[src/rtl/cmp_stream_tracker_pkg.sv]
// Shared definitions for the stream tracker: FSM state encoding and datapath widths.
package cmp_stream_tracker_pkg;

    localparam int WIDTH = 4;
    localparam int LEN_W = 4;

    typedef enum logic [1:0] {
        IDLE = 2'd0,
        RUN  = 2'd1,
        DONE = 2'd2
    } state_e;

endpackage

[src/rtl/cmp_stream_tracker_comparator.sv]
// 4-bit magnitude comparator with scalar operand bits; exactly one of g/e/l is high.
module comparator (
    input  logic A3,
    input  logic A2,
    input  logic A1,
    input  logic A0,
    input  logic B3,
    input  logic B2,
    input  logic B1,
    input  logic B0,
    output logic g,
    output logic e,
    output logic l
);

    logic x3, x2, x1, x0;

    // Per-bit equality feeds the MSB-first priority cascade for g.
    assign x3 = ~(A3 ^ B3);
    assign x2 = ~(A2 ^ B2);
    assign x1 = ~(A1 ^ B1);
    assign x0 = ~(A0 ^ B0);

    assign e = x3 & x2 & x1 & x0;
    assign g = (A3 & ~B3)
             | (x3 & A2 & ~B2)
             | (x3 & x2 & A1 & ~B1)
             | (x3 & x2 & x1 & A0 & ~B0);
    assign l = ~g & ~e;

endmodule

[src/rtl/cmp_stream_tracker.sv]
// Windowed stream tracker: running max/min plus up/equal step counts, driven by three
// magnitude comparators against max, min and the previous sample.
module cmp_stream_tracker #(
    parameter int WIDTH = cmp_stream_tracker_pkg::WIDTH,
    parameter int LEN_W = cmp_stream_tracker_pkg::LEN_W
) (
    input  logic             clk,
    input  logic             rst_n,
    input  logic             start,
    input  logic [LEN_W-1:0] len,
    input  logic             in_valid,
    input  logic [WIDTH-1:0] in_data,
    output logic             in_ready,
    output logic [WIDTH-1:0] max_out,
    output logic [WIDTH-1:0] min_out,
    output logic [LEN_W-1:0] up_cnt,
    output logic [LEN_W-1:0] eq_cnt,
    output logic             busy,
    output logic             done
);

    import cmp_stream_tracker_pkg::*;

    state_e           state_q;
    logic [LEN_W-1:0] rem_q;
    logic             first_q;
    logic             done_q;
    logic [WIDTH-1:0] max_q, max_d;
    logic [WIDTH-1:0] min_q, min_d;
    logic [WIDTH-1:0] prev_q;
    logic [LEN_W-1:0] up_q, up_d;
    logic [LEN_W-1:0] eq_q, eq_d;
    logic             accept;

    logic a_g, a_e, a_l;
    logic b_g, b_e, b_l;
    logic c_g, c_e, c_l;
    logic unused_flags;

    comparator u_cmp_a (
        .A3(in_data[3]), .A2(in_data[2]), .A1(in_data[1]), .A0(in_data[0]),
        .B3(max_q[3]),   .B2(max_q[2]),   .B1(max_q[1]),   .B0(max_q[0]),
        .g(a_g), .e(a_e), .l(a_l)
    );

    comparator u_cmp_b (
        .A3(in_data[3]), .A2(in_data[2]), .A1(in_data[1]), .A0(in_data[0]),
        .B3(min_q[3]),   .B2(min_q[2]),   .B1(min_q[1]),   .B0(min_q[0]),
        .g(b_g), .e(b_e), .l(b_l)
    );

    comparator u_cmp_c (
        .A3(in_data[3]), .A2(in_data[2]), .A1(in_data[1]), .A0(in_data[0]),
        .B3(prev_q[3]),  .B2(prev_q[2]),  .B1(prev_q[1]),  .B0(prev_q[0]),
        .g(c_g), .e(c_e), .l(c_l)
    );

    // Ties with max/min and downward steps need no action.
    assign unused_flags = ^{a_e, a_l, b_g, b_e, c_l};

    assign accept = in_valid && (state_q == RUN);

    always_comb begin
        max_d = max_q;
        min_d = min_q;
        up_d  = up_q;
        eq_d  = eq_q;
        if (first_q) begin
            max_d = in_data;
            min_d = in_data;
        end else begin
            if (a_g) max_d = in_data;
            if (b_l) min_d = in_data;
            if (c_g) up_d  = up_q + 1'b1;
            if (c_e) eq_d  = eq_q + 1'b1;
        end
    end

    always_ff @(posedge clk or negedge rst_n) begin
        if (!rst_n) begin
            state_q <= IDLE;
            rem_q   <= '0;
            first_q <= 1'b0;
            done_q  <= 1'b0;
            max_q   <= '0;
            min_q   <= '0;
            prev_q  <= '0;
            up_q    <= '0;
            eq_q    <= '0;
        end else begin
            done_q <= 1'b0;
            case (state_q)
                IDLE, DONE: begin
                    if (start) begin
                        max_q  <= '0;
                        min_q  <= '0;
                        prev_q <= '0;
                        up_q   <= '0;
                        eq_q   <= '0;
                        if (len != '0) begin
                            state_q <= RUN;
                            rem_q   <= len;
                            first_q <= 1'b1;
                        end else begin
                            // Empty window completes immediately with cleared results.
                            state_q <= DONE;
                            rem_q   <= '0;
                            first_q <= 1'b0;
                            done_q  <= 1'b1;
                        end
                    end
                end
                RUN: begin
                    if (accept) begin
                        max_q   <= max_d;
                        min_q   <= min_d;
                        up_q    <= up_d;
                        eq_q    <= eq_d;
                        prev_q  <= in_data;
                        first_q <= 1'b0;
                        rem_q   <= rem_q - 1'b1;
                        if (rem_q == LEN_W'(1)) begin
                            state_q <= DONE;
                            done_q  <= 1'b1;
                        end
                    end
                end
                default: state_q <= IDLE;
            endcase
        end
    end

    assign in_ready = (state_q == RUN);
    assign busy     = (state_q == RUN);
    assign done     = done_q;
    assign max_out  = max_q;
    assign min_out  = min_q;
    assign up_cnt   = up_q;
    assign eq_cnt   = eq_q;

endmodule

[config.mk]
export PLATFORM = sky130hd
export DESIGN_NAME = cmp_stream_tracker
export DESIGN_NICKNAME = d
export VERILOG_FILES = /design/src/rtl/cmp_stream_tracker_pkg.sv /design/src/rtl/cmp_stream_tracker_comparator.sv /design/src/rtl/cmp_stream_tracker.sv
export SDC_FILE = /design/constraint.sdc
export NUM_CORES = 1
export LEC_CHECK = 0
export CORE_MARGIN = 3
export CORE_UTILIZATION = 40
export CTS_BUF_LIST = sky130_fd_sc_hd__clkbuf_8 sky130_fd_sc_hd__clkbuf_16
export DETAILED_ROUTE_END_ITERATION = 8
export GPL_ROUTABILITY_DRIVEN = 0
export PLACE_DENSITY = 0.62
export SYNTH_ARGS = -nofsm -noshare
export SYNTH_HDL_FRONTEND = slang
export SYNTH_SLANG_ARGS = --single-unit
export TNS_END_PERCENT = 50
[constraint.sdc]
create_clock -name clk -period 2.05 [get_ports clk]
set_input_delay 0.41 -clock clk [delete_from_list [all_inputs] [get_ports clk]]
set_output_delay 0.41 -clock clk [all_outputs]
set_load 0.01 [all_outputs]
; ---- Word-level counts from Yosys, hierarchy flattened
; Cells that the tools add are included.
[classes]
n_addsub = 3
eq_ne = 11
muxes = 37
n_bitwise = 75
reduce_logical = 11
[ops]
columns = op, count
row1 = 4-bit 2-to-1 mux, 17
row2 = 4-bit one-hot mux with 2 select lines, 6
row3 = 1-bit AND, 30
row4 = 1-bit NOT, 25
row5 = 1-bit XOR, 11
row6 = 5-bit AND reduction, 2
row7 = 1-bit bitwise OR, 9
row8 = 4-bit by 1-bit adder with 4-bit output (second input constant), 2
row9 = 2-bit 2-to-1 mux, 4
row10 = 2-bit by 1-bit != test with 1-bit output (second input constant), 4
row11 = 4-bit AND reduction, 2
row12 = 1-bit 2-to-1 mux, 7
row13 = 3-bit by 1-bit != test with 1-bit output (second input constant), 2
row14 = 3-bit AND reduction, 2
row15 = 4-bit by 1-bit == test with 1-bit output (second input constant), 1
row16 = 2-bit != test (second input constant), 2
row17 = 1-bit one-hot mux with 2 select lines, 2
row18 = 2-bit one-hot mux with 2 select lines, 1
row19 = 4-bit nonzero test, 1
row20 = 4-bit by 1-bit subtractor with 4-bit output (second input constant), 1
row21 = 2-bit by 1-bit == test with 1-bit output (second input constant), 1
row22 = 2-bit == test (second input constant), 1
row23 = 2-bit zero test, 1
row24 = 2-bit nonzero test, 1
row25 = other kinds (2), 2
[word_totals]
regBits = 28
in_bits = 12
out_inout_bits = 19
wordCells = 146

; ---- Logic depth before layout (Yosys ltp)
[depth]
ltp_word = 13
mapped_depth = 8
ltp_nobuf = 6

; ---- Cells and area by module
; From an unflattened synthesis, not the netlist that was laid out.
[hier_totals]
hier_cells = 168
area_unflattened_um2 = 1823.0
[by_module_without_submodules]
columns = module, n_inst, cells_each, area_each_um2, seq_area_each_um2
row1 = cmp_stream_tracker, 1, 120, 1492.7, 700.7
row2 = comparator, 3, 16, 110.1, 0.0

; ---- Worst setup path before layout
; Ideal clock, no wire load.
[synth_timing]
path_kind = in2reg
startpoint = input in_data[1]
endpoint = register min_q[0] (netlist: min_out[0])
setup_ps = 125
arrival_ps = 1537
required_time_ps = 1925
slack_ps = 388
stages = 5
n_path_buf = 1
path_cell_list = buf_2 o311a_2 a21oi_2 o31a_4 mux2_4
[synth_via]
elab_chain_cells = 10
elab_cells_between_ends = 15
classes_between = eq/ne (1) / bitwise (13) / reduce/logical (1)
[synth_rtl]
columns = element, line
row1 = from (decl), cmp_stream_tracker.sv:12  ; input logic [WIDTH-1:0] in_data,
row2 = 1-bit XOR, cmp_stream_tracker_comparator.sv:21  ; assign x1 = ~(A1 ^ B1);
row3 = 1-bit NOT, cmp_stream_tracker_comparator.sv:21
row4 = 1-bit AND, "cmp_stream_tracker_comparator.sv:24, cmp_stream_tracker_comparator.sv:28"
row5 = 1-bit AND (2 in a row), cmp_stream_tracker_comparator.sv:28  ; | (x3 & x2 & x1 & A0 & ~B0);
row6 = 1-bit bitwise OR, cmp_stream_tracker_comparator.sv:28
row7 = 1-bit NOT, cmp_stream_tracker_comparator.sv:29  ; assign l = ~g & ~e;
row8 = 1-bit AND *, cmp_stream_tracker_comparator.sv:29
row9 = 3-bit by 1-bit != test with 1-bit output (no line) *, -
row10 = 4-bit AND reduction (no line) *, -
row11 = to (signal assigned), cmp_stream_tracker.sv:116  ; min_q <= min_d;
row12 = to (decl), cmp_stream_tracker.sv:29  ; logic [WIDTH-1:0] min_q, min_d;
; Mark *: on every way between the ends. The rest lies on a longest branch, timed or not.
; A chain may end at the register's enable or synchronous reset.

; ---- Final worst setup path
[layout_timing]
startpoint = register state_q[1]
endpoint = output busy
[layout_via]
elab_chain_cells = 1
[layout_rtl]
columns = element, line
row1 = from (decl), cmp_stream_tracker.sv:24  ; state_e state_q;
row2 = from (signal assigned), cmp_stream_tracker.sv:81  ; state_q <= IDLE;
row3 = from (signal assigned), cmp_stream_tracker.sv:101  ; state_q <= RUN;
row4 = from (signal assigned), cmp_stream_tracker.sv:106  ; state_q <= DONE;
row5 = 2-bit by 1-bit == test with 1-bit output, cmp_stream_tracker.sv:134  ; assign busy = (state_q == RUN);
row6 = to (decl), cmp_stream_tracker.sv:18  ; output logic busy,
; Every way passes these cells.

==> impl_metrics.env <==
export IMPL_required_ps=1640
export IMPL_slowest_stage="clkdlybuf4s50_1"
export IMPL_final_common_cell="clkdlybuf4s50_1"
export IMPL_synth_nets=184
export IMPL_numPortBuffers=30
export IMPL_hpwl_mm=2.80
export IMPL_synth_warnings=0
export IMPL_r2r_start="min_out[2]"
export IMPL_crit_arrival_ps=1550
export IMPL_vias_per_cell=5.19
export IMPL_p_total_mw=3.09
export IMPL_grt_max_degree=29
export IMPL_max_slew_margin_pct=73.9
export IMPL_worstMarginPinSlew_ps=390
export IMPL_insertion_delay_ps=280
export IMPL_utilization_pct=52.9
export IMPL_ys_seq_elements=28
export IMPL_multi_input_area_um2=870
export IMPL_drv_cap=0
export IMPL_status="completed"
export IMPL_vias=1282
export IMPL_nFillCells=394
export IMPL_grt_ovfl_total=0
export IMPL_cts_inserted_buffers=3
export IMPL_syn_area_um2=1730
export IMPL_seq_area_um2=702
export IMPL_nets=217
export IMPL_crit_start="state_q[1]"
export IMPL_yosysUniqueCellTypes=46
export IMPL_wl_per_cell_um=15.0
export IMPL_h_tree_depth=1
export IMPL_clock_root_buffer="clkbuf_8"
export IMPL_start_util_pct=42.4
export IMPL_area_growth_pct=24.8
export IMPL_avgSynthCellArea_um2=10.5
export IMPL_ios=31
export IMPL_crit_family="buffers and inverters"
export IMPL_yosysTopAreaCell="dfrtp_1"
export IMPL_drc=0
export IMPL_hp_class="in2async"
export IMPL_rows=23
export IMPL_synthCells=165
export IMPL_clock_sinks=28
export IMPL_final_cell_mix="clkdlybuf4s50_1 (29), dfrtp_1 (27), inv_1 (13), buf_4 (13), nor2_1 (10)"
export IMPL_grt_antenna_before_repair=0
export IMPL_fmax_mhz=510
export IMPL_worstSetupStartpointType="flop"
export IMPL_path_class="reg2out"
export IMPL_drive_gt1_share_pct=19.8
export IMPL_skew_ps=4.74
export IMPL_drt_initial_drc_count=41
export IMPL_num_antenna_cells=0
export IMPL_rsz0062_at_grt="no"
export IMPL_cp_max_fo=8
export IMPL_period_share_pct=95.7
export IMPL_p_leak_nw=0.964
export IMPL_core_area_um2=4090
export IMPL_setup_viol_count_final=0
export IMPL_hold_buffers=0
export IMPL_die_y_um=71.8
export IMPL_grt_pass1_wl_mm=6.49
export IMPL_ys_top_cells_by_area="dfrtp_1 (40%), mux2_4 (5.2%), ha_1 (5.1%)"
export IMPL_crit_buf_inv=2
export IMPL_synth_top_cell_area_share_pct=40.5
export IMPL_ctsLongestPathBuffers=2
export IMPL_grt_total_usage_pct=15.7
export IMPL_cts_tree="yes"
export IMPL_power_density_nw_per_um2=1430
export IMPL_ys_seq_area_share_pct=40.5
export IMPL_path_clk_slew_ps=100
export IMPL_drtPass1Iterations=4
export IMPL_period_minus_slack_ps=1960
export IMPL_cp_cell_sequence="nand2b_4, inv_4, clkdlybuf4s50_1"
export IMPL_vdd_drop_max_mv=0.536
export IMPL_die_area_um2=5150
export IMPL_finalWirelength_mm=3.70
export IMPL_postRouteAntennaNets=0
export IMPL_slew_violations=0
export IMPL_die_w_um=71.8
export IMPL_hold_viol=0
export IMPL_setup_worst_path_end_class="primary output"
export IMPL_slowest_delay_ps=540
export IMPL_grt_pass1_vias=1354
==> layout make-up <==
class / count / share of cell area [%]
flip-flops and latches: 28 / 32.5
multi-input cells: 108 / 40.2
clock buffers: 3 / 1.91
well taps: 50 / 2.90
repair buffers: 43 / 18.5
clock inverters: 1 / 1.39
inverters: 14 / 2.55
==> worst paths after layout <==
path	end	slack, ps	depth (start not counted)
min reg2reg	state_q[1]	540	1
max in group asynchronous	state_q[0]	1270	2
max reg2reg	min_out[0]	330	5
min	up_cnt[0]	500	2
min in group clk	state_q[1]	540	1
max	busy	90	3
==> cell families after synthesis <==
group                    share of synthesized area, %
AO/OA/AOI/OAI                                    16.5
XOR/XNOR                                         4.05
adder cells (fa/ha/maj)                          5.71
buffers and inverters                            9.32
flip-flops                                       40.5
multiplexers                                     9.03
AND/OR/NAND/NOR                                  15.0
==> repair_timing <==
action,CTS,global route
gates resized for setup,1,2
endpoints found under the setup margin,2,2
endpoints found under the hold margin,0,0
setup buffers,1,0
==> flip-flops by register name (all words and copies together) (netlist names) <==
signal and count:
done 1, rem_q 4, max_out 4, up_cnt 4, prev_q 4, state_q 2, first_q 1, min_out 4
eq_cnt 4
==> report_power, final <==
| group | switching, mW | total, mW | internal [mW] |
|---|---|---|---|
| Combinational | 0.732 | 1.63 | 0.901 |
| Clock | 0.185 | 0.446 | 0.262 |
| Sequential | 0.228 | 1.01 | 0.779 |
==> routing by layer <==
layer	part of all wire (%)	up-vias	global-route usage [%]	routed length (µm)
met5	0	-	0	0
li1	-	625	-	-
met1	47	630	20.7	1740
met4	1.2	0	4.38	43
met2	48	22	26.3	1780
met3	3.6	5	2.95	134
==> per-stage QoR <==
step	setup WS (ps)	area [µm²]	cells	setup TNS, ps	hold slack, ps
6_report	87.7	2160	247	0	496
4_1_cts	17.2	2160	247	0	516
2_1_floorplan	388	1730	165	0	114
3_3_place_gp	-118	2080	242	-1090	498
5_1_grt	18.2	2160	247	0	534
3_5_place_dp	-151	2080	242	-1550	511
==> cell usage after synthesis, drive strengths merged <==
master,count
dfrtp,28
buf,14
inv,14
mux2,11
nor2,10
a21oi,9
xnor2,8
ha,7
nand2b,7
nand3,7
a22o,6
o21ai,6
a211oi,4
and2,4
nand2,4
nor2b,4
nor3,3
a21o,2
o21a,2
a2111o,1
a311oi,1
a32o,1
and2b,1
clkbuf,1
maj3,1
mux2i,1
nand3b,1
nand4,1
nor3b,1
o2111ai,1
o22ai,1
o311a,1
o31a,1
or4,1
(Power assumes the default switching activity.)
==> edit 1: new RTL, config.mk and constraints unchanged <==
`LEN_W`: 4 -> 2.
--- a/src/rtl/cmp_stream_tracker_pkg.sv
+++ b/src/rtl/cmp_stream_tracker_pkg.sv
@@ -3,5 +3,5 @@
 
     localparam int WIDTH = 4;
-    localparam int LEN_W = 4;
+    localparam int LEN_W = 2;
 
     typedef enum logic [1:0] {
Interface: changed (resized eq_cnt, len and up_cnt); port bits go from 31 to 25. The function was not compared with the original's and may differ.
==> edit 1 against the original RTL <==
Worst setup slack worse by 31 ps; synthesized area is 28% lower; highest routed layer unchanged; critical endpoint is now min_out[1]; sequential share of layout area is 0.16 points higher; utilization is 5.8 points higher; worst hold slack hardly changed; sequential cell count is 6 lower; wire length is 25% lower; maximum frequency is 1.6% lower; power is 21% lower; sequential power is 26% lower; largest cell class unchanged; critical path depth is 3 higher; final area is 22% lower.
==> edit 1: results (changes against the original RTL) <==
stage,metric,value,unit,change
grt,GR Util met3,2.48,%,-0.47 points
route,First-pass DRT Iterations,2,,-2
finish,comb_multi_in,81,,-25%
pwr,combinational power,0.00129,W,-21%
clock_tree,Worst-path clk slew,80,ps,-20 ps
pwr,Cell Int Power,0.00155,W,-20%
finish,Layout Cells excl Fill,198,,-20%
route,routed metal-1 wire length,1.33,mm,-23%
finish,layout cells sized above 1,22.4,%,+2.6 points
finish,non-clock inverter count,9,,-5
placed_design,Place WS,-292,ps,-141 ps
logic_synthesis,syn_nets,137,,-26%
finish,Register Area,551,µm²,-22%
logic_synthesis,post-synthesis sequential area ratio,44.0,%,+3.5 points
route,metal3 WL,54,µm,-60%
logic_synthesis,post-synth cell types,34,,-26%
die,CORE AREA,0.00288,mm²,-30%
finish,# fillers,261,,-34%
logic_synthesis,post-synthesis average cell area,10.2,µm²,-3.0%
pwr,Psw,0.000900,W,-21%
placed_design,total placed instance area,0.00159,mm²,-23%
worst_setup_path,r2r setup slk,250,ps,-80 ps
grt,vias in the first global route,1032,,-24%
worst_setup_path,R2R Path End,min_out[1],,
worst_setup_path,"Arr. time, crit path",2140,ps,+590 ps
pwr,Max IR drop VDD,0.000666,V,+24%
placed_design,placed cells,194,,-20%
logic_synthesis,largest cells by area after synthesis,"dfrtp_1, mux2_2, buf_4",,
finish,FF+latch count,22,,-21%
logic_synthesis,post-synthesis compound-gate area fraction,15.4,%,-1.1 points
timing,final worst slack,56.3,ps,-31.4 ps
grt,GRT met2 Usage,27.7,%,+1.3 points
placed_design,dpl hpwl,1.99,mm,-29%
finish,Non-clock buffers,40,,-7.0%
outcome,status,"complete, no violations",,
logic_synthesis,most instantiated cells after synthesis,"dfrtp_1, nand2_1, o21ai_0",,
route,met2 wire len,1.35,mm,-24%
grt,GR Util All Layers,16.7,%,+0.96 points
logic_synthesis,adder-cell area share of the yosys netlist,6.49,%,+0.79 points
finish,multi-input logic area,618,µm²,-29%
placed_design,number of port buffers,24,,-20%
finish,non-clk buf share,21.4,%,+2.8 points
grt,first-pass GRT wire length,4.62,mm,-29%
route,routed wire length,2.78,mm,-25%
pwr,Power Clock,0.000406,W,-9.0%
logic_synthesis,xor/xnor share of the synthesized area,2.10,%,-1.9 points
pwr,Leakage,0.752,nW,-22%
grt,largest net degree at the start of global routing,23,,-21%
worst_setup_path,Crit. End Element,register,,
finish,clk cell area share,4.23,%,+0.93 points
finish,fin nets,171,,-21%
worst_setup_path,CP startpoint,in_data[0],,
worst_setup_path,Crit Path Max Fanout,4,,-4
route,Iter 0 DRT Violations,21,,-49%
worst_setup_path,crit-path max cell delay,510,ps,-30 ps
timing,Rel. slew slack,72.7,%,-1.2 points
grt,grt met1 use,21.2,%,+0.44 points
logic_synthesis,multiplexer area fraction after synthesis,9.69,%,+0.66 points
timing,skew final,7.00,ps,+2.27 ps
-- edit 1: cell count changes in the layout (fill, tap and decap cells not counted), moves of 6 or more --
cell / delta
a22o_1: -6
nand2_1: +9
o21ai_0: +7
mux2_2: +6
mux2_4: -6
nor2_1: -6
-- edit 1: timing repair --
action | CTS | global route
hold buffers | 0 | 0
pin swaps | 1 | 0
setup endpoints to repair | 3 | 10
gates resized for setup | 0 | 4
buffers inserted | 0 | 0
-- edit 1: worst min path at each step --
stage / endpoint / slack (ps) / cells after the start
floorplan: done / 110 / 0
global placement: state_q[1] / 480 / 1
detailed placement: state_q[1] / 490 / 1
CTS: prev_q[1] / 500 / 2
global route: prev_q[1] / 520 / 2
finish: prev_q[1] / 500 / 2
-- edit 1: critical path, delay by kind of cell --
kind	cells	cell delay (ps)
simple gates	1	70
buf+inv	1	510
fa+ha+maj	1	340
compound gates	2	530
mux	1	290
==> edit 2: new RTL, same flow settings <==
Without the edit above. The 3 states of `state_e` get a one-hot encoding in 3 bits.
--- a/src/rtl/cmp_stream_tracker_pkg.sv
+++ b/src/rtl/cmp_stream_tracker_pkg.sv
@@ -5,8 +5,8 @@
     localparam int LEN_W = 4;
 
-    typedef enum logic [1:0] {
-        IDLE = 2'd0,
-        RUN  = 2'd1,
-        DONE = 2'd2
+    typedef enum logic [2:0] {
+        IDLE = 3'b001,
+        RUN  = 3'b010,
+        DONE = 3'b100
     } state_e;
 
Check against the original RTL: no difference found for any inputs over 10 cycles, from zero or initial values and one cycle with rst_n low; not proved beyond that.
==> edit 2 against the original RTL <==
Final area rose by 12%; sequential power shrank 12%; first-iteration DRC count is 4.9% lower; global-route usage is 0.55 points higher; sequential cell count up 1; wire length up 10%; worst setup slack got worse by 36 ps; combinational power decreased by 24%; power down 12%; synthesized area up 5.6%; highest routed layer unchanged.
==> edit 2: results (changes against the original RTL) <==
stage,metric,value,unit,change
route,met2 wire len,1.97,mm,+11%
pwr,Max IR drop VDD,0.000581,V,+8.4%
clock_tree,Worst-path clk slew,60,ps,-40 ps
worst_setup_path,Top delay family on crit path,simple AND/OR/NAND/NOR gates,,
finish,clk cell area share,4.80,%,+1.5 points
finish,layout cells sized above 1,23.2,%,+3.4 points
finish,area growth from synthesis to final layout,32.6,%,
logic_synthesis,post-synthesis compound-gate area fraction,14.6,%,-1.9 points
outcome,status,"complete, no violations",,
route,routed metal-1 wire length,1.91,mm,+10%
worst_setup_path,R2R Path Start,state_q[0],,
grt,grt met1 use,22.1,%,+1.3 points
pwr,Leakage,1.15,nW,+19%
logic_synthesis,post-synthesis average cell area,9.88,µm²,-5.8%
pwr,combinational power,0.00124,W,-24%
logic_synthesis,xor/xnor share of the synthesized area,1.44,%,-2.6 points
worst_setup_path,CP max-delay cell,or3b_4,,
route,routed wire length,4.07,mm,+10%
finish,multi-input logic area,950,µm²,+9.2%
logic_synthesis,post-synthesis sequential area ratio,39.8,%,-0.70 points
route,metal3 WL,169,µm,+26%
die,die area,0.00542,mm²,+5.1%
grt,GR Util met3,3.28,%,+0.34 points
finish,fin nets,255,,+18%
clock_tree,cts bufs inserted,5,,+2
grt,largest net degree at the start of global routing,30,,+3.4%
logic_synthesis,most instantiated cells after synthesis,"dfrtp_1, nand2_1, nor2_1",,
route,Vias/cell,5.16,,-0.51%
finish,FF+latch count,29,,+3.6%
placed_design,Place WS,-237,ps,-86.3 ps
route,vias post-DR,1482,,+16%
logic_synthesis,adder-cell area share of the yosys netlist,6.50,%,+0.79 points
timing,worst slew pin tran,372,ps,-17.4 ps
finish,comb_multi_in,128,,+19%
pwr,Psw,0.000933,W,-18%
logic_synthesis,multiplexer area fraction after synthesis,7.87,%,-1.2 points
grt,GRT met2 Usage,26.1,%,-0.24 points
grt,vias in the first global route,1447,,+6.9%
clock_tree,H-tree depth,2,,+1
finish,non-clk buf share,21.1,%,+2.5 points
worst_setup_path,"Arr. time, crit path",2150,ps,+600 ps
timing,skew final,2.78,ps,-1.95 ps
==> edit 2: changes by cell type after synthesis, moves of 3 or more <==
cell,unedited run,this run
a31oi_1,0,3
mux2i_1,1,5
xnor2_1,8,3
nand3_1,7,3
o21ai_0,5,8
nand2_1,4,23
nor2_1,10,14
a22o_1,6,0
nor2b_1,4,1
or3_1,0,4
==> edit 2: worst reg2reg max path, cell delays in order (launching register included) <==
cell and delay, ps:
dfstp_2 370, or3b_4 430, buf_4 190, buf_4 160, a311oi_2 220, o21ai_2 110
nand2_2 90, mux2_1 310
==> edit 2: worst paths after layout <==
check | to | slack, ps | depth (start not counted)
hold reg to reg | rem_q[1] | 520 | 1
setup / recovery | up_cnt[0] | 50 | 7
setup reg to reg | up_cnt[0] | 50 | 7
hold / removal | min_out[3] | 520 | 2
max in group asynchronous | state_q[0] | 1210 | 2
min in group clk | rem_q[1] | 520 | 1
==> edit 2: repair_timing <==
item,4_1_cts,5_1_grt
endpoints found under the setup margin,2,7
resized for setup,2,2
pin swaps,1,3
setup buffers,1,0
